`src/rtl/btb_pkg.sv`:
```
// Shared types and helpers for the branch target buffer: 2-bit direction counter
// encoding, saturating next-state function and default geometry.
package btb_pkg;

    localparam int unsigned ENTRIES_DEF = 16;
    localparam int unsigned XLEN_DEF    = 32;

    typedef logic [1:0] ctr_t;

    localparam ctr_t SNT = 2'b00;
    localparam ctr_t WNT = 2'b01;
    localparam ctr_t WT  = 2'b10;
    localparam ctr_t ST  = 2'b11;

    // Saturating step toward the resolved direction; ST and SNT hold.
    function automatic ctr_t ctr_next(input ctr_t c, input logic taken);
        if (taken) begin
            return (c == ST) ? ST : ctr_t'(c + 2'd1);
        end
        return (c == SNT) ? SNT : ctr_t'(c - 2'd1);
    endfunction

endpackage

```
`src/rtl/branch_target_buffer_if.sv`:
```
// Fetch-side lookup and execute-side update bundle for the branch target buffer.
interface branch_target_buffer_if #(
    parameter int unsigned XLEN = 32
);
    logic            flush;
    logic [XLEN-1:0] fetch_PC;
    logic            hit;
    logic            taken;
    logic [XLEN-1:0] pred_PC;
    logic            upd_valid;
    logic [XLEN-1:0] upd_PC;
    logic [XLEN-1:0] upd_target;
    logic            upd_taken;
    logic            mispredict;

    modport master (
        output flush, fetch_PC, upd_valid, upd_PC, upd_target, upd_taken,
        input  hit, taken, pred_PC, mispredict
    );

    modport slave (
        input  flush, fetch_PC, upd_valid, upd_PC, upd_target, upd_taken,
        output hit, taken, pred_PC, mispredict
    );
endinterface

```
`src/rtl/branch_target_buffer_sat_counter2.sv`:
```
// One 2-bit saturating direction counter; load forces weakly-taken on allocation.
module sat_counter2
    import btb_pkg::*;
(
    input  logic clk,
    input  logic rst_n,
    input  logic en,
    input  logic load,
    input  logic taken,
    output ctr_t ctr
);
    ctr_t ctr_q, ctr_d;

    always_comb begin
        ctr_d = ctr_q;
        if (load) begin
            ctr_d = WT;
        end else if (en) begin
            ctr_d = ctr_next(ctr_q, taken);
        end
    end

    always_ff @(posedge clk or negedge rst_n) begin
        if (!rst_n) begin
            ctr_q <= WNT;
        end else begin
            ctr_q <= ctr_d;
        end
    end

    assign ctr = ctr_q;
endmodule

```
`src/rtl/branch_target_buffer.sv`:
```
// Direct-mapped BTB with per-entry 2-bit counters; combinational lookup, EX-driven update.
// Optional BTB_FWD_EN: forward a same-cycle update (and flush) into the lookup path.
module branch_target_buffer
    import btb_pkg::*;
#(
    parameter int unsigned ENTRIES = ENTRIES_DEF,
    parameter int unsigned XLEN    = XLEN_DEF
) (
    input logic                   clk,
    input logic                   rst,
    branch_target_buffer_if.slave bus
);
    localparam int unsigned IDX_W = $clog2(ENTRIES);
    localparam int unsigned TAG_W = XLEN - IDX_W - 2;

    logic [ENTRIES-1:0] valid_q, valid_d;
    logic [TAG_W-1:0]   tag_q    [ENTRIES];
    logic [TAG_W-1:0]   tag_d    [ENTRIES];
    logic [XLEN-1:0]    target_q [ENTRIES];
    logic [XLEN-1:0]    target_d [ENTRIES];
    ctr_t               entry_ctr[ENTRIES];
    logic               mispredict_q, mispredict_d;

    logic [ENTRIES-1:0] cnt_en, ld_en;
    logic [IDX_W-1:0]   f_idx, u_idx;
    logic [TAG_W-1:0]   f_tag, u_tag;
    logic               u_hit, u_pred_tk, wr_en;
    logic               unused_pc_lsbs;

    assign f_idx = bus.fetch_PC[IDX_W+1:2];
    assign f_tag = bus.fetch_PC[XLEN-1:IDX_W+2];
    assign u_idx = bus.upd_PC[IDX_W+1:2];
    assign u_tag = bus.upd_PC[XLEN-1:IDX_W+2];
    assign unused_pc_lsbs = ^{bus.fetch_PC[1:0], bus.upd_PC[1:0]};

    assign u_hit     = valid_q[u_idx] && (tag_q[u_idx] == u_tag);
    assign u_pred_tk = u_hit && entry_ctr[u_idx][1];
    // A not-taken miss never allocates; flush drops any update.
    assign wr_en     = bus.upd_valid && !bus.flush && (u_hit || bus.upd_taken);

    for (genvar i = 0; i < ENTRIES; i++) begin : g_ctr
        sat_counter2 u_ctr (
            .clk   (clk),
            .rst_n (rst),
            .en    (cnt_en[i]),
            .load  (ld_en[i]),
            .taken (bus.upd_taken),
            .ctr   (entry_ctr[i])
        );
    end

    // Table next-state
    always_comb begin
        valid_d  = valid_q;
        tag_d    = tag_q;
        target_d = target_q;
        cnt_en   = '0;
        ld_en    = '0;
        if (bus.flush) begin
            valid_d = '0;
        end else if (wr_en) begin
            valid_d[u_idx]  = 1'b1;
            tag_d[u_idx]    = u_tag;
            target_d[u_idx] = bus.upd_target;
            cnt_en[u_idx]   = u_hit;
            ld_en[u_idx]    = !u_hit;
        end
    end

    assign mispredict_d = bus.upd_valid &&
                          ((bus.upd_taken != u_pred_tk) ||
                           (bus.upd_taken && u_hit && (target_q[u_idx] != bus.upd_target)));

    always_ff @(posedge clk or negedge rst) begin
        if (!rst) begin
            valid_q      <= '0;
            tag_q        <= '{default: '0};
            target_q     <= '{default: '0};
            mispredict_q <= 1'b0;
        end else begin
            valid_q      <= valid_d;
            tag_q        <= tag_d;
            target_q     <= target_d;
            mispredict_q <= mispredict_d;
        end
    end

    logic             l_valid, l_kill, hit_c;
    logic [TAG_W-1:0] l_tag;
    logic [XLEN-1:0]  l_target;
    ctr_t             l_ctr;

    // Lookup mux, optionally overlaid with the in-flight update entry
    always_comb begin
        l_valid  = valid_q[f_idx];
        l_tag    = tag_q[f_idx];
        l_target = target_q[f_idx];
        l_ctr    = entry_ctr[f_idx];
        l_kill   = 1'b0;
`ifdef BTB_FWD_EN
        if (wr_en && (f_idx == u_idx)) begin
            l_valid  = 1'b1;
            l_tag    = u_tag;
            l_target = bus.upd_target;
            l_ctr    = u_hit ? ctr_next(entry_ctr[u_idx], bus.upd_taken) : WT;
        end
        l_kill = bus.flush;
`endif
        hit_c = l_valid && !l_kill && (l_tag == f_tag);
    end

    assign bus.hit        = hit_c;
    assign bus.taken      = hit_c && l_ctr[1];
    assign bus.pred_PC    = hit_c ? l_target : bus.fetch_PC + XLEN'(4);
    assign bus.mispredict = mispredict_q;
endmodule

```
`src/flat_wrapper.sv`:
```
// flat-port wrapper written by rule: the top's interface ports become plain ports
module branch_target_buffer_flat import btb_pkg::*;
#(
    parameter int unsigned ENTRIES = ENTRIES_DEF,
    parameter int unsigned XLEN    = XLEN_DEF
)
  (clk, rst, bus_flush, bus_fetch_PC, bus_upd_valid, bus_upd_PC, bus_upd_target, bus_upd_taken, bus_hit, bus_taken, bus_pred_PC, bus_mispredict);
  branch_target_buffer_if #(.XLEN(XLEN)) bus_i ();
  input logic clk;
  input logic rst;
  input wire logic [$bits(bus_i.flush)-1:0] bus_flush;
  input wire logic [$bits(bus_i.fetch_PC)-1:0] bus_fetch_PC;
  input wire logic [$bits(bus_i.upd_valid)-1:0] bus_upd_valid;
  input wire logic [$bits(bus_i.upd_PC)-1:0] bus_upd_PC;
  input wire logic [$bits(bus_i.upd_target)-1:0] bus_upd_target;
  input wire logic [$bits(bus_i.upd_taken)-1:0] bus_upd_taken;
  output wire logic [$bits(bus_i.hit)-1:0] bus_hit;
  output wire logic [$bits(bus_i.taken)-1:0] bus_taken;
  output wire logic [$bits(bus_i.pred_PC)-1:0] bus_pred_PC;
  output wire logic [$bits(bus_i.mispredict)-1:0] bus_mispredict;
  assign bus_i.flush = bus_flush;
  assign bus_i.fetch_PC = bus_fetch_PC;
  assign bus_i.upd_valid = bus_upd_valid;
  assign bus_i.upd_PC = bus_upd_PC;
  assign bus_i.upd_target = bus_upd_target;
  assign bus_i.upd_taken = bus_upd_taken;
  assign bus_hit = bus_i.hit;
  assign bus_taken = bus_i.taken;
  assign bus_pred_PC = bus_i.pred_PC;
  assign bus_mispredict = bus_i.mispredict;
  branch_target_buffer #(.ENTRIES(ENTRIES), .XLEN(XLEN)) u_core (.clk(clk), .rst(rst), .bus(bus_i));
endmodule
```
`config.mk`:
```
export PLATFORM = sky130hd
export DESIGN_NAME = branch_target_buffer_flat
export DESIGN_NICKNAME = d
export VERILOG_FILES = /design/src/rtl/btb_pkg.sv /design/src/rtl/branch_target_buffer_if.sv /design/src/rtl/branch_target_buffer_sat_counter2.sv /design/src/rtl/branch_target_buffer.sv /design/src/flat_wrapper.sv
export SDC_FILE = /design/constraint.sdc
export NUM_CORES = 2
export LEC_CHECK = 0
export CAP_MARGIN = 10
export CORE_MARGIN = 5
export CORE_UTILIZATION = 45
export CTS_CLUSTER_DIAMETER = 150
export CTS_CLUSTER_SIZE = 40
export DETAILED_ROUTE_END_ITERATION = 16
export PLACE_DENSITY_LB_ADDON = 0.3
export SKIP_CTS_REPAIR_TIMING = 1
export SYNTH_ARGS = -nofsm -noshare
export SYNTH_HDL_FRONTEND = slang
export SYNTH_SLANG_ARGS = --single-unit
export TNS_END_PERCENT = 20
```
`constraint.sdc`:
```
create_clock -name clk -period 6.4 [get_ports clk]
set_clock_uncertainty 0.15 [all_clocks]
set_input_delay 1.28 -clock clk [delete_from_list [all_inputs] [get_ports clk]]
set_output_delay 1.28 -clock clk [all_outputs]
set_load 0.01 [all_outputs]
```
---- Yosys cells after proc, flatten, opt, wreduce, memory -nomap -nowiden ----
Index checks and enable logic that the tools add are counted.
word-level totals
  flip-flop bits (word level) ............. 977
  ROM bits ................................ 0
  bits in latches ......................... 0
  output and inout bits ................... 35
  memories kept ........................... 0
  bits in writable memories ............... 0
operators by class
  shift-type cells ........................ 0
  $mul .................................... 0
  bitwise logic cells ..................... 6
  reduce and logical (&&, ||, !) cells .... 49
  order comparisons ....................... 6
  div/mod/pow operators ................... 0
  mux-type cells .......................... 166
  add/sub/neg operators ................... 33
  equality and inequality tests ........... 20
operators by type and width
  cell                                                                 number
  512-bit bitwise mux                                                  1
  416-bit bitwise mux                                                  1
  32-bit binary-select mux with 4-bit select                           2
  26-bit binary-select mux with 4-bit select                           2
  2-bit two-way mux                                                    100
  32-bit two-way mux                                                   6
  26-bit two-way mux                                                   5
  32-bit demux with 4-bit select                                       1
  26-bit demux with 4-bit select                                       1
  16-bit two-way mux                                                   6
  26-bit equality test                                                 2
  1-bit two-way mux                                                    36
  2-bit nonzero test                                                   17
  2-bit by 1-bit adder with 2-bit output (second input constant)       16
  32-bit by 3-bit adder with 32-bit output (second input constant)     1
  16-bit bitwise AND                                                   2
  2-bit equality test (second input constant)                          16
  2-bit logical NOT                                                    16
  32-bit inequality test                                               1
  2-bit by 1-bit subtractor with 2-bit output (second input constant)  16
  2-bit binary-select mux with 4-bit select                            2
  16-bit OR                                                            1
  1-bit logical AND                                                    11
  5-bit >= comparator (second input constant)                          2
  11 further kinds                                                     16

---- Depth between registers and ports, before layout ----
  word-level depth ........................ 15
  depth in mapped cells ................... 17
  depth with buffers taken out ............ 9

---- Hierarchy ----
Synthesis repeated with hierarchy kept, for this count alone.
second synthesis, totals
  cells, all modules ...................... 3838
  area total of the unflattened synthesis .. 54836.3 um^2
modules (own cells, without submodules)
  module                seq. area each (um^2)  area each (um^2)  cells an instance  instances
  branch_target_buffer  23647.7                52934.5           3662               1
  sat_counter2          51.3                   118.9             11                 16

---- Worst setup path after synthesis ----
Ideal clock, no wire load.
  kind .................................... input to output
  from .................................... in bus_fetch_PC[2]
  to ...................................... out bus_pred_PC[20]
  arrival time ............................ 4786 ps
  slack ................................... 184 ps
  cell stages on the path ................. 11
  cells stage by stage .................... clkbuf_1 -> buf_1 -> buf_1 -> mux4_2 -> mux4_2 -> xor2_1 -> nor2_1 -> nand4_1 -> clkbuf_1 -> buf_1 -> a21oi_1
between the ends
  longest elaborated chain between the ends .. 7
  elaborated cells between the ends (all ways) .. 13
RTL lines
  item                                                    line                                                    source
  start: declaration                                      flat_wrapper.sv:12                                      input wire logic [$bits(bus_i.fetch_PC)-1:0] bus_fetch_PC;
  4-bit inverter with 5-bit output (implied by the code)  branch_target_buffer.sv:96, branch_target_buffer.sv:97
  26-bit binary-select mux with 4-bit select              branch_target_buffer.sv:96                              l_tag = tag_q[f_idx];
  26-bit two-way mux (implied by the code) (2 in a row)   branch_target_buffer.sv:96
  26-bit equality test                                    branch_target_buffer.sv:109                             hit_c = l_valid && !l_kill && (l_tag == f_tag);
  1-bit logical AND                                       branch_target_buffer.sv:109
  32-bit two-way mux *                                    branch_target_buffer.sv:114                             assign bus.pred_PC = hit_c ? l_target : bus.fetch_PC + XLEN'(4);
  end: declaration                                        flat_wrapper.sv:19                                      output wire logic [$bits(bus_i.pred_PC)-1:0] bus_pred_PC;
Mark *: on every way between the ends. The rest lies on a longest branch, timed or not. The select of a mux whose other input is x is not followed.

---- Worst setup path in the final report ----
  from .................................... in bus_fetch_PC[2]
  to ...................................... out bus_pred_PC[31]
The elaborated chain is that of the path after synthesis.

==> results.toml <==
[die]
start_util_pct = 45.26
coreArea_um2 = 119800
rows = 127
dieArea_um2 = 127500
dieHeight_um = 357.1
die_w_um = 357.1
num_io_pins = 136

[clock_network]
root_buffer = "clkbuf_16"
clk_latency_ns = 0.71
cts_buffers = 28
htreeDepth = 1
clkTransAtPathRegs_ns = 0.15
cts_tree = "done"
cts_buffer_depth = 3
cts.sinks = 977

[yosys]
syn_nets = 3707
netlist_area_um2 = 54220
yosys_warnings = 0
syn_area_per_cell_um2 = 15.04
muxShareOfSynthArea_pct = 43.68
synth_top_family_by_area = "multiplexers"
synthAdderAreaFrac_pct = 0.02307
synth_edf_count = 0
yosys.cell_types.count = 75
async_flop_share_pct = 100.0
synth_top_cell_by_area = "dfrtp_1"
synth_ff_type = "dfrtp_1"
yosysSeqAreaShare_pct = 45.13
synth-simple-area-share_pct = 3.150
synth_cells = 3605
synth_top_area_share_pct = 44.35
yosys_register_bits = 977
ys_top_cells_by_area = "dfrtp_1, mux4_2, mux2_2, mux2_4, buf_2"
synth_compound_area_share_pct = 3.032
synth_xor_area_share_pct = 1.841

[critical_path]
cp_max_fo = 12
start_kind = "input port"
critPathArrivalTime_ns = 4.89
worstSetupPathType = "input port to output pin"
regToRegSetupSlack_ns = 1.66
reg2regPathDepth = 10
reg2reg_to = "u_core.target_q[125]"
required_ns = 4.97
r2r-start = "u_core.tag_q[345]"
end_kind = "output pin"

[timing]
slew-limit-headroom_pct = 34.73
holdWs_ns = 0.3715
tightest_slew_ns = 0.9544
fmax_mhz = 158.1
rsz0062_at_grt = "false"
min_period_over_period_pct = 98.81
setup_ws_ns = 0.07630
hold_violations = 0
setup_viol = 0
final.min_clock_period_ns = 6.324
slew_violations = 0

[worst_hold_path]
min_to = "u_core.g_ctr[12].u_ctr.ctr[0]"
hold_class = "flip-flop to flip-flop"
min-delay-start = "u_core.g_ctr[12].u_ctr.ctr[0]"
min_delay_path_depth = 1

[global_route]
grt_remaining_overflow = 0
grt_pass1_wl_um = 243000
antenna_found_initial = 13
grt_pass1_vias = 34893
grt_max_degree = 128
track_usage_pct = 25.46

[pwr]
totalPowerFinal_uw = 13540
irDropWorstVdd_mv = 0.2391
leakagePower_uw = 0.02571
cellPowerDensity_nw_per_um2 = 228.6

[drt]
postRouteAntennaNets = 0
drc = 0
finalWirelength_um = 163500
drt-initial-drc-count = 3561
wl_per_cell_um = 31.08
dr.pass1.iters = 6
vias_per_cell = 6.538
num_vias = 34392

[layout]
final_common_cell = "dfrtp_1"
final_cell_mix = "dfrtp_1, mux2_2, mux4_2"
areaGrowthSynthToFinish_pct = 9.253
final_util_pct = 49.44
final_cell_area_um2 = 59240
fill_cells = 10252
layout-drive-gt1-share_pct = 47.90
nets = 3719

[placed_design]
gp_congestion = 0.8982
postPlaceCellArea_um2 = 58250
io_buffers = 133
hpwl_um = 103300
dpl_worst_slack_ns = -0.1289

[run]
maxCapViolCount = 0

[status]
outcome = "complete, no violations"
## layer usage
metal	vias up	track usage, %	wire (um)
met1	18820	37.23	69980
li1	13944	-	-
met2	1389	39.43	74820
met4	8	6.032	4579
met3	231	5.384	14030
met5	-	0	61
## worst max path at each step
stage                                 end  slack [ns]             from
after floorplan           bus_pred_PC[20]        0.18  bus_fetch_PC[2]
after global routing      bus_pred_PC[23]       0.006  bus_fetch_PC[2]
after detailed placement  bus_pred_PC[20]       -0.13  bus_fetch_PC[2]
after global placement    bus_pred_PC[20]       -0.13  bus_fetch_PC[2]
after CTS                 bus_pred_PC[20]       -0.16  bus_fetch_PC[2]
final                     bus_pred_PC[31]        0.08  bus_fetch_PC[2]
## power by group
part,switching [uW],total [uW],internal (uW)
clock,1940,2830,888
combinational,1350,3170,1820
sequential,581,7540,6960
## metrics by stage
step / std cells / setup TNS (ns)
CTS: 5249 / -0.1586
floorplan: 3605 / 0
global placement: 5197 / -0.1341
global route: 5252 / 0
detailed placement: 5197 / -0.1289
finish: 5260 / 0
## Yosys cell counts (6+ instances only)
library cell / n
a211oi_1: 6
a21o_1: 6
a21oi_1: 60
a22oi_1: 9
a2bb2oi_1: 12
a31oi_1: 6
and3_1: 14
buf_1: 39
buf_2: 127
buf_4: 8
buf_6: 13
clkbuf_1: 158
dfrtp_1: 961
dfstp_2: 16
inv_1: 32
mux2_1: 27
mux2_2: 858
mux2_4: 58
mux2i_1: 53
mux4_2: 547
nand2_1: 99
nand2b_1: 7
nand3_1: 33
nand4_1: 25
nor2_1: 77
nor2b_1: 15
nor3_1: 25
nor4_1: 9
nor4b_1: 7
o21ai_0: 53
o21ai_1: 6
o22ai_1: 25
o31ai_1: 6
or3_1: 8
xnor2_1: 70
xor2_1: 44
## critical path: stages
cell and delay (ns):
buf_12 0.17, buf_16 0.20, mux4_2 0.50, mux4_2 0.55, xnor2_1 0.20, buf_4 0.18
nand4_1 0.10, nor4_2 0.29, nand4_1 0.17, buf_4 0.24, buf_4 0.20, a21oi_1 0.17
clkdlybuf4s50_1 0.58
## layout make-up
class | count | area, um^2 | share of cell area, %
diodes | 9 | 22.52 | 0.03802
multi-input cells | 2250 | 28230 | 47.65
inverters | 33 | 126.4 | 0.2133
clock buffers | 50 | 814.5 | 1.375
well taps | 1612 | 2017 | 3.405
flip-flops and latches | 977 | 24470 | 41.30
clock inverters | 2 | 23.77 | 0.04013
repair buffers | 327 | 3538 | 5.973
## sequential cells by signal (all words and copies together), names as in the netlist
| signal | flops |
|---|---|
| u_core.valid_q | 16 |
| u_core.target_q | 512 |
| u_core.bus.mispredict | 1 |
| u_core.tag_q | 416 |
| u_core.g_ctr.u_ctr.ctr | 32 |
## cell families (layout without fill, tap and decap cells)
logic type | Yosys count | count (layout)
muxes | 1543 | 1543
DFF | 977 | 977
buffers and inverters | 378 | 412
and+or+nand+nor | 343 | 343
AOI/OAI and AO/OA | 249 | 249
xor gates and xnor gates | 114 | 114
adders and majority gates | 1 | 1
other | 0 | 9
Power figures use the tool's default switching activity.
